**src/rtl/gcd_pkg.sv**
```systemverilog
// gcd_pkg: shared types and constants for the subtractive GCD engine.
// Holds the controller FSM state enum, the A-register input select and the
// default operand width.
package gcd_pkg;

  localparam int GCD_WIDTH = 16;

  typedef enum logic [2:0] {
    IDLE,
    LOAD_A,
    LOAD_B,
    COMPUTE,
    DONE
  } state_t;

  // Source for the A register when its load enable is asserted.
  typedef enum logic [1:0] {
    A_SEL_DIN, // operand bus
    A_SEL_SUB, // subtractor result
    A_SEL_OR   // A|B, used only by the zero guard
  } a_sel_t;

endpackage

```
**src/rtl/gcd_datapath.sv**
```systemverilog
// gcd_datapath: A/B operand registers, input muxes, one shared subtractor
// and the magnitude comparator.
// Ports: clk, rst (async active-high); data_in operand bus; lda/ldb load
// enables; a_sel/b_sel input selects; a_out = A register; lt/gt/eq compare
// A against B; zero (GCD_ZERO_GUARD_EN builds only) flags A==0 or B==0.
module gcd_datapath
  import gcd_pkg::*;
#(
  parameter int WIDTH = GCD_WIDTH
) (
  input  logic             clk,
  input  logic             rst,
  input  logic [WIDTH-1:0] data_in,
  input  logic             lda,
  input  logic             ldb,
  input  a_sel_t           a_sel,
  input  logic             b_sel,
  output logic [WIDTH-1:0] a_out,
  output logic             lt,
  output logic             gt,
  output logic             eq
`ifdef GCD_ZERO_GUARD_EN
  ,
  output logic             zero
`endif
);

  logic [WIDTH-1:0] a_reg;
  logic [WIDTH-1:0] b_reg;
  logic [WIDTH-1:0] minuend;
  logic [WIDTH-1:0] subtrahend;
  logic [WIDTH-1:0] diff;
  logic [WIDTH-1:0] a_next;
  logic [WIDTH-1:0] b_next;

  assign lt = (a_reg < b_reg);
  assign gt = (a_reg > b_reg);
  assign eq = (a_reg == b_reg);

`ifdef GCD_ZERO_GUARD_EN
  assign zero = (a_reg == '0) || (b_reg == '0);
`endif

  // Always subtract the smaller operand from the larger so the unsigned
  // difference never wraps; one subtractor serves both registers.
  assign minuend    = gt ? a_reg : b_reg;
  assign subtrahend = gt ? b_reg : a_reg;
  assign diff       = minuend - subtrahend;

  always_comb begin
    a_next = data_in;
    case (a_sel)
      A_SEL_SUB: a_next = diff;
      A_SEL_OR:  a_next = a_reg | b_reg;
      default:   a_next = data_in;
    endcase
  end

  assign b_next = b_sel ? diff : data_in;

  always_ff @(posedge clk or posedge rst) begin
    if (rst) begin
      a_reg <= '0;
      b_reg <= '0;
    end else begin
      if (lda) a_reg <= a_next;
      if (ldb) b_reg <= b_next;
    end
  end

  assign a_out = a_reg;

endmodule

```
**src/rtl/gcd_controller.sv**
```systemverilog
// gcd_controller: top of the subtractive GCD engine; FSM plus datapath.
// Ports: clk, rst (async active-high); start level request; data_in carries
// A then B on consecutive cycles; done high in DONE; a_out = A register.
// Optional macro GCD_ZERO_GUARD_EN: a zero operand finishes as A|B.
module gcd_controller
  import gcd_pkg::*;
#(
  parameter int WIDTH = GCD_WIDTH
) (
  input  logic             clk,
  input  logic             rst,
  input  logic             start,
  input  logic [WIDTH-1:0] data_in,
  output logic             done,
  output logic [WIDTH-1:0] a_out
);

  state_t state;
  state_t state_next;
  logic   lda;
  logic   ldb;
  a_sel_t a_sel;
  logic   b_sel;
  logic   lt;
  logic   gt;
  logic   eq;
`ifdef GCD_ZERO_GUARD_EN
  logic   zero;
`endif

  gcd_datapath #(.WIDTH(WIDTH)) u_datapath (
    .clk     (clk),
    .rst     (rst),
    .data_in (data_in),
    .lda     (lda),
    .ldb     (ldb),
    .a_sel   (a_sel),
    .b_sel   (b_sel),
    .a_out   (a_out),
    .lt      (lt),
    .gt      (gt),
    .eq      (eq)
`ifdef GCD_ZERO_GUARD_EN
    ,
    .zero    (zero)
`endif
  );

  // Control decode from current state and comparator flags.
  always_comb begin
    state_next = state;
    lda        = 1'b0;
    ldb        = 1'b0;
    a_sel      = A_SEL_DIN;
    b_sel      = 1'b0;
    case (state)
      IDLE:    if (start) state_next = LOAD_A;
      LOAD_A: begin
        lda        = 1'b1;
        state_next = LOAD_B;
      end
      LOAD_B: begin
        ldb        = 1'b1;
        state_next = COMPUTE;
      end
      COMPUTE: begin
`ifdef GCD_ZERO_GUARD_EN
        // A zero operand would never converge by subtraction; the
        // nonzero operand (or 0 for 0,0) is the answer.
        if (zero) begin
          lda        = 1'b1;
          a_sel      = A_SEL_OR;
          state_next = DONE;
        end else
`endif
        if (gt) begin
          lda   = 1'b1;
          a_sel = A_SEL_SUB;
        end else if (lt) begin
          ldb   = 1'b1;
          b_sel = 1'b1;
        end else begin
          state_next = DONE;
        end
      end
      DONE:    if (!start) state_next = IDLE;
      default: state_next = IDLE;
    endcase
  end

  // done is registered alongside the state so it is a clean Moore output.
  always_ff @(posedge clk or posedge rst) begin
    if (rst) begin
      state <= IDLE;
      done  <= 1'b0;
    end else begin
      state <= state_next;
      done  <= (state_next == DONE);
    end
  end

endmodule

```
**config.mk**
```make
export PLATFORM = sky130hd
export DESIGN_NAME = gcd_controller
export DESIGN_NICKNAME = d
export VERILOG_FILES = /design/src/rtl/gcd_pkg.sv /design/src/rtl/gcd_datapath.sv /design/src/rtl/gcd_controller.sv
export SDC_FILE = /design/constraint.sdc
export NUM_CORES = 1
export LEC_CHECK = 0
export CAP_MARGIN = 15
export CORE_MARGIN = 3
export CORE_UTILIZATION = 45
export DETAILED_ROUTE_END_ITERATION = 6
export PLACE_DENSITY = 0.67
export SLEW_MARGIN = 20
export SYNTH_ARGS = -nofsm -noshare
export SYNTH_HDL_FRONTEND = slang
export SYNTH_SLANG_ARGS = --single-unit
```
**constraint.sdc**
```tcl
create_clock -name clk -period 5.8 [get_ports clk]
set_clock_uncertainty 0.15 [all_clocks]
set_input_delay 1.16 -clock clk [delete_from_list [all_inputs] [get_ports clk]]
set_output_delay 1.16 -clock clk [all_outputs]
set_load 0.01 [all_outputs]
```
==> impl_metrics.yaml, run 1 <==
cells_and_area:
  nNetsFinal: 388
  area_growth_pct: 18.5
  drive_above_1_share: 0.0625
  fill_cells: 561
  antennaDiodeCount: 0
  seq_area_um2: 901
  multi_input_area_um2: 1680
clock_tree:
  cts_buffers: 5
  hold_buffers: 0
  ctsResizeCount: 0
  tritoncts: "built"
  htree_levels: 2
  clk_path_buf_depth: 2
  cts_setup_buffers: 0
  cts_root_buf: "clkbuf_8"
  cts_sinks: 36
  clkTransAtPathRegs_ns: 0.07
  worstSkewPairLatency_ns: 0.30
floorplanning:
  initial_utilization: 0.481
  die_y_um: 83.9
  fp-row-count: 27
  die_x_um: 83.9
  core-area_um2: 5680
  dieArea_um2: 7040
  num_io_pins: 36
sta:
  worstMarginPinSlew_ns: 1.13
  period_minus_slack_ns: 4.55
  fmax_mhz: 220
  relSlewSlack: 0.247
  grt_setup_unrepaired: "false"
  setup_tns_ns: 0
  hold_viol_final: 0
  fin_crit_sh: 0.784
  setup-violations-final: 0
  drv_slew: 0
setup_path:
  worstSetupEndpointType: "flop"
  crit_type: "flop to flop"
  r2r_cells: 17
  cpPeakStageDelay_ns: 0.54
  rrSetupSlack_ns: 1.25
  crit_family: "compound AO/OA/AOI/OAI gates"
  worstPathCellList: "ha_1 -> a211o_1 -> o211ai_1 -> o21ai_1 -> nor4_1 -> buf_4 -> nor2_1 -> o22a_1 -> ha_1 -> nor4_1 -> a211oi_1 -> nor4b_1 -> o221a_2 -> o211ai_1 -> a31oi_1 -> xor2_1 -> o21ai_0"
  cp.depth: 17
  worstPathArrival_ns: 4.54
  worstPathMaxFanout: 12
  critical_path_required_ns: 5.80
  worst-path-buf-inv: 1
  worstSetupStartpointType: "flop"
  slowest_stage: "nor4b_1"
global_route:
  grt_antenna_before_repair: 0
  grt_overflow: 0
  grt_max_degree: 37
  grt_use_total: 0.207
  grt_pass1_vias: 2434
  grt_pass1_wl_um: 12000
synthesis:
  yosys.area_share.simple: 0.184
  netlist_top_cells_count: "dfrtp_1 (36), nand2_1 (25), a21oi_1 (21), inv_1 (21), o21ai_0 (20)"
  synth.most_common_cell: "dfrtp_1"
  synth_edf_count: 0
  yosysWarnings: 0
  synth_seq_cells: 36
  async_flop_share: 1.00
  synth_xor_area_frac: 0.0449
  syn_nets: 357
  synth_top_flop_cell: "dfrtp_1"
  yosys.area.top_type: "dfrtp_1"
  synth_area_um2: 2730
  synth_cells: 321
  yosysSeqAreaShare: 0.330
  synth.distinct_cells: 54
  synth_compound_area_frac: 0.292
  synthAdderAreaFrac: 0.0779
  yosysTopAreaCellShare: 0.330
  synthMuxAreaShare: 0.0147
  syn_avg_cell_area_um2: 8.51
  synth_area_leaders: "dfrtp_1 (33%), ha_1 (7.8%), a211oi_1 (4.1%)"
  synth_top_family_by_area: "compound AO/OA/AOI/OAI gates"
routing:
  vias: 2533
  ant_nets: 0
  wl_per_cell_um: 16.5
  vias_per_cell: 5.97
  first_pass_iters: 4
  initialDrtViolationCount: 180
  routed_wl_um: 6990
  drc: 0
place:
  port_buffers: 35
  hpwl_um: 4950
  gp_congestion: 0.917
worst_hold_path:
  hp-class: "flop to flop"
  hold-path-cell-count: 2
status:
  outcome: "completed"
job:
  maxCapViolCount: 0
==> worst min-delay path: stages, from the launching register on <==
cell and delay [ns]:
dfrtp_1 0.35, a22oi_1 0.06, o21ai_0 0.07
==> kinds of logic after synthesis <==
group,count (synthesis)
xor gates and xnor gates,14
buffers and inverters,37
muxes,4
DFF,36
and+or+nand+nor,96
AOI/OAI and AO/OA,117
adders and majority gates,17
==> cells in the final DEF, fill, tap and decap left out, drive strengths merged, types with 7 or more instances in the layout <==
cell type	n
ha	17
dfrtp	36
a211oi	15
nand2	26
nor2b	15
o21ai	24
a22oi	10
clkbuf	7
nor2	17
o221ai	11
clkdlybuf4s50	35
inv	21
a21oi	21
xor2	7
nor3	8
xnor2	7
==> routing by layer <==
layer  wire, um  share of wire  up-vias  global-route usage
met2       3230           0.46       62               0.329
met3        332          0.048        9              0.0316
met5          0              0        -                   0
li1           -              -     1261                   -
met4         93          0.013        0              0.0453
met1       3330           0.48     1201               0.296
==> metrics by stage <==
step	hold slack, ns	util	instance area (um^2)	setup slack, ns	instances
global route	0.395	0.570	3240	0.686	424
CTS	0.371	0.570	3240	1.23	424
global placement	0.343	0.553	3140	1.31	417
detailed placement	0.354	0.553	3140	1.23	417
finish	0.368	0.570	3240	1.25	424
floorplan	0.315	-	2730	1.41	321
==> final cells by class <==
type	count	area share
tap	72	0.0278
clock buffer	7	0.0298
timing repair buffer	40	0.120
multi-input combinational	248	0.520
sequential	36	0.278
inverter	21	0.0244
==> worst paths after layout <==
kind	start	to
min in group asynchronous	rst	state[0]
hold reg to reg	u_datapath.b_reg[4]	u_datapath.b_reg[4]
setup / recovery	u_datapath.a_out[13]	u_datapath.b_reg[14]
max in group asynchronous	rst	u_datapath.b_reg[8]
hold / removal	u_datapath.b_reg[4]	u_datapath.b_reg[4]
setup reg to reg	u_datapath.a_out[13]	u_datapath.b_reg[14]
Power of run 1 is not shown: default switching activity piles up to over one toggle a cycle in this logic, so the estimate is an artifact.
==> run 2: changes to the inputs <==
==> constraint.sdc (replaced) <==
create_clock -name clk -period 4.63 [get_ports clk]
set_clock_uncertainty 0.15 [all_clocks]
set_input_delay 0.926 -clock clk [delete_from_list [all_inputs] [get_ports clk]]
set_output_delay 0.926 -clock clk [all_outputs]
set_load 0.01 [all_outputs]
==> run 2 against run 1 <==
Compared with the run above:
- the run now ends with design-rule violations left
- critical path type unchanged
- register-to-register slack lost 0.99 ns
- non-clock buffer count grew 3
- maximum frequency grew 4.1%
- hold slack is essentially flat
- global-route usage shrank 0.28 points
- via count grew 0.63%
- sequential share of layout area shrank 0.23 points
- first-iteration DRC count grew 43%
- final area grew 0.85%
- critical path depth shrank 4
- die area is the same
- highest routed layer unchanged
==> impl_metrics.yaml, run 2 (synthesized netlist as in run 1, its figures left out) <==
routing:
  first_pass_iters: 7
  drc: 2
  wl_per_cell_um: 16.5
  ant_nets: 0
  vias: 2549
  vias_per_cell: 5.96
  routed_wl_um: 7060
  initialDrtViolationCount: 257
global_route:
  grt_pass1_vias: 2385
  grt_pass1_wl_um: 11900
  grt_overflow: 0
  grt_max_degree: 37
  grt_use_total: 0.204
  grt_antenna_before_repair: 0
floorplanning:
  dieArea_um2: 7040
  initial_utilization: 0.481
  core-area_um2: 5680
  die_x_um: 83.9
  num_io_pins: 36
  fp-row-count: 27
  die_y_um: 83.9
place:
  port_buffers: 35
  hpwl_um: 5100
  gp_congestion: 0.909
  pre_cts_ws_ns: 0.186
cells_and_area:
  nNetsFinal: 391
  antennaDiodeCount: 0
  fill_cells: 518
  mostFrequentLayoutCell: "dfrtp_1"
  drive_above_1_share: 0.0730
  layout_common_cells: "dfrtp_1 (36), clkdlybuf4s50_1 (35), nand2_1 (25), a21oi_1 (21), inv_1 (21)"
  area_growth_pct: 19.5
setup_path:
  crit_type: "flop to flop"
  rr_endpoint: "u_datapath.a_out[15]"
  cpPeakStageDelay_ns: 0.62
  critical_path_required_ns: 4.62
  reg2reg_from: "u_datapath.a_out[13]"
  slowest_stage: "or4_4"
  worstSetupEndpointType: "flop"
  worstPathCellList: "ha_1 -> a211o_1 -> o211ai_1 -> o21ai_1 -> or4_4 -> nand2_2 -> o221ai_2 -> nor3b_1 -> or4b_1 -> a41o_1 -> a31oi_1 -> xor2_1 -> a21oi_1"
  worstPathMaxFanout: 19
  r2r_cells: 13
  rrSetupSlack_ns: 0.26
  worstPathArrival_ns: 4.36
  worstSetupStartpointType: "flop"
sta:
  setup_tns_ns: 0
  hold_viol_final: 0
  grt_setup_unrepaired: "false"
  relSlewSlack: 0.198
  fin_ws_ns: 0.262
  holdWs_ns: 0.368
  period_minus_slack_ns: 4.37
  setup-violations-final: 0
  fin_crit_sh: 0.943
  fmax_mhz: 229
  drv_slew: 0
  worstMarginPinSlew_ns: 1.20
clock_tree:
  clkTransAtPathRegs_ns: 0.07
  ctsResizeCount: 0
  clk_path_buf_depth: 2
  worstSkewPairLatency_ns: 0.29
  hold_buffers: 0
  cts_setup_buffers: 0
  cts_sinks: 36
  cts_root_buf: "clkbuf_8"
  tritoncts: "built"
  cts_buffers: 5
  htree_levels: 2
worst_hold_path:
  hold-path-cell-count: 2
  hp-class: "flop to flop"
  holdPathEnd: "u_datapath.b_reg[4]"
  min_from: "u_datapath.b_reg[4]"
job:
  maxCapViolCount: 0
status:
  outcome: "finished with violations"
  violations: "design-rule violations"
-- run 2: layer usage --
layer | up-vias | part of all wire | track usage
met5 | - | 0 | 0
met4 | 0 | 0.0072 | 0.0351
met3 | 9 | 0.043 | 0.0316
met2 | 61 | 0.47 | 0.326
met1 | 1209 | 0.48 | 0.295
li1 | 1270 | - | -
-- run 2: metrics by stage --
| step | util | cell area [um^2] | instances |
|---|---|---|---|
| 2_1_floorplan | - | 2730 | 321 |
| 3_3_place_gp | 0.557 | 3160 | 420 |
| 3_5_place_dp | 0.557 | 3160 | 420 |
| 4_1_cts | 0.573 | 3250 | 428 |
| 5_1_grt | 0.575 | 3260 | 428 |
| 6_report | 0.575 | 3260 | 428 |
-- run 2: layout make-up --
class | instances | area [um^2] | area share
Clock buffer | 8 | 90.1 | 0.0276
Inverter | 21 | 78.8 | 0.0242
Timing Repair Buffer | 43 | 410 | 0.126
Multi-Input combinational cell | 248 | 1690 | 0.519
Sequential cell | 36 | 901 | 0.276
Tap cell | 72 | 90.1 | 0.0276
-- run 2: worst max-delay path by stage --
stage,startpoint,endpoint,slack [ns],cells past startpoint
4_1_cts,u_datapath.a_out[13],u_datapath.b_reg[14],0.16,17
3_5_place_dp,u_datapath.a_out[13],u_datapath.b_reg[14],0.19,17
3_3_place_gp,u_datapath.a_out[13],u_datapath.b_reg[14],0.36,17
5_1_grt,u_datapath.a_out[13],u_datapath.b_reg[14],0.008,17
2_1_floorplan,u_datapath.a_out[13],u_datapath.b_reg[14],0.24,18
6_report,u_datapath.a_out[13],u_datapath.a_out[15],0.26,13
-- run 2: worst max-delay path, delay by kind of cell (launching register included) --
kind                     cells  cell delay, ns
flip-flops                   1            0.41
AND/OR/NAND/NOR              4            1.70
AO/OA/AOI/OAI                7            1.35
XOR/XNOR                     1            0.21
adder cells (fa/ha/maj)      1            0.40
Power of run 2 is left out for the same reason.
==> run 3: changes to the inputs <==
--- a/config.mk
+++ b/config.mk
@@ -5,6 +5,7 @@
 export SDC_FILE = /design/constraint.sdc
 export NUM_CORES = 1
 export LEC_CHECK = 0
+export ABC_CLOCK_PERIOD_IN_PS = 4630
 export CAP_MARGIN = 15
 export CORE_MARGIN = 3
 export CORE_UTILIZATION = 45
==> results of run 3 <==
Same layout as run 2: the final DEF is identical, and so are final timing and power.
Power of run 3 is left out for the same reason.
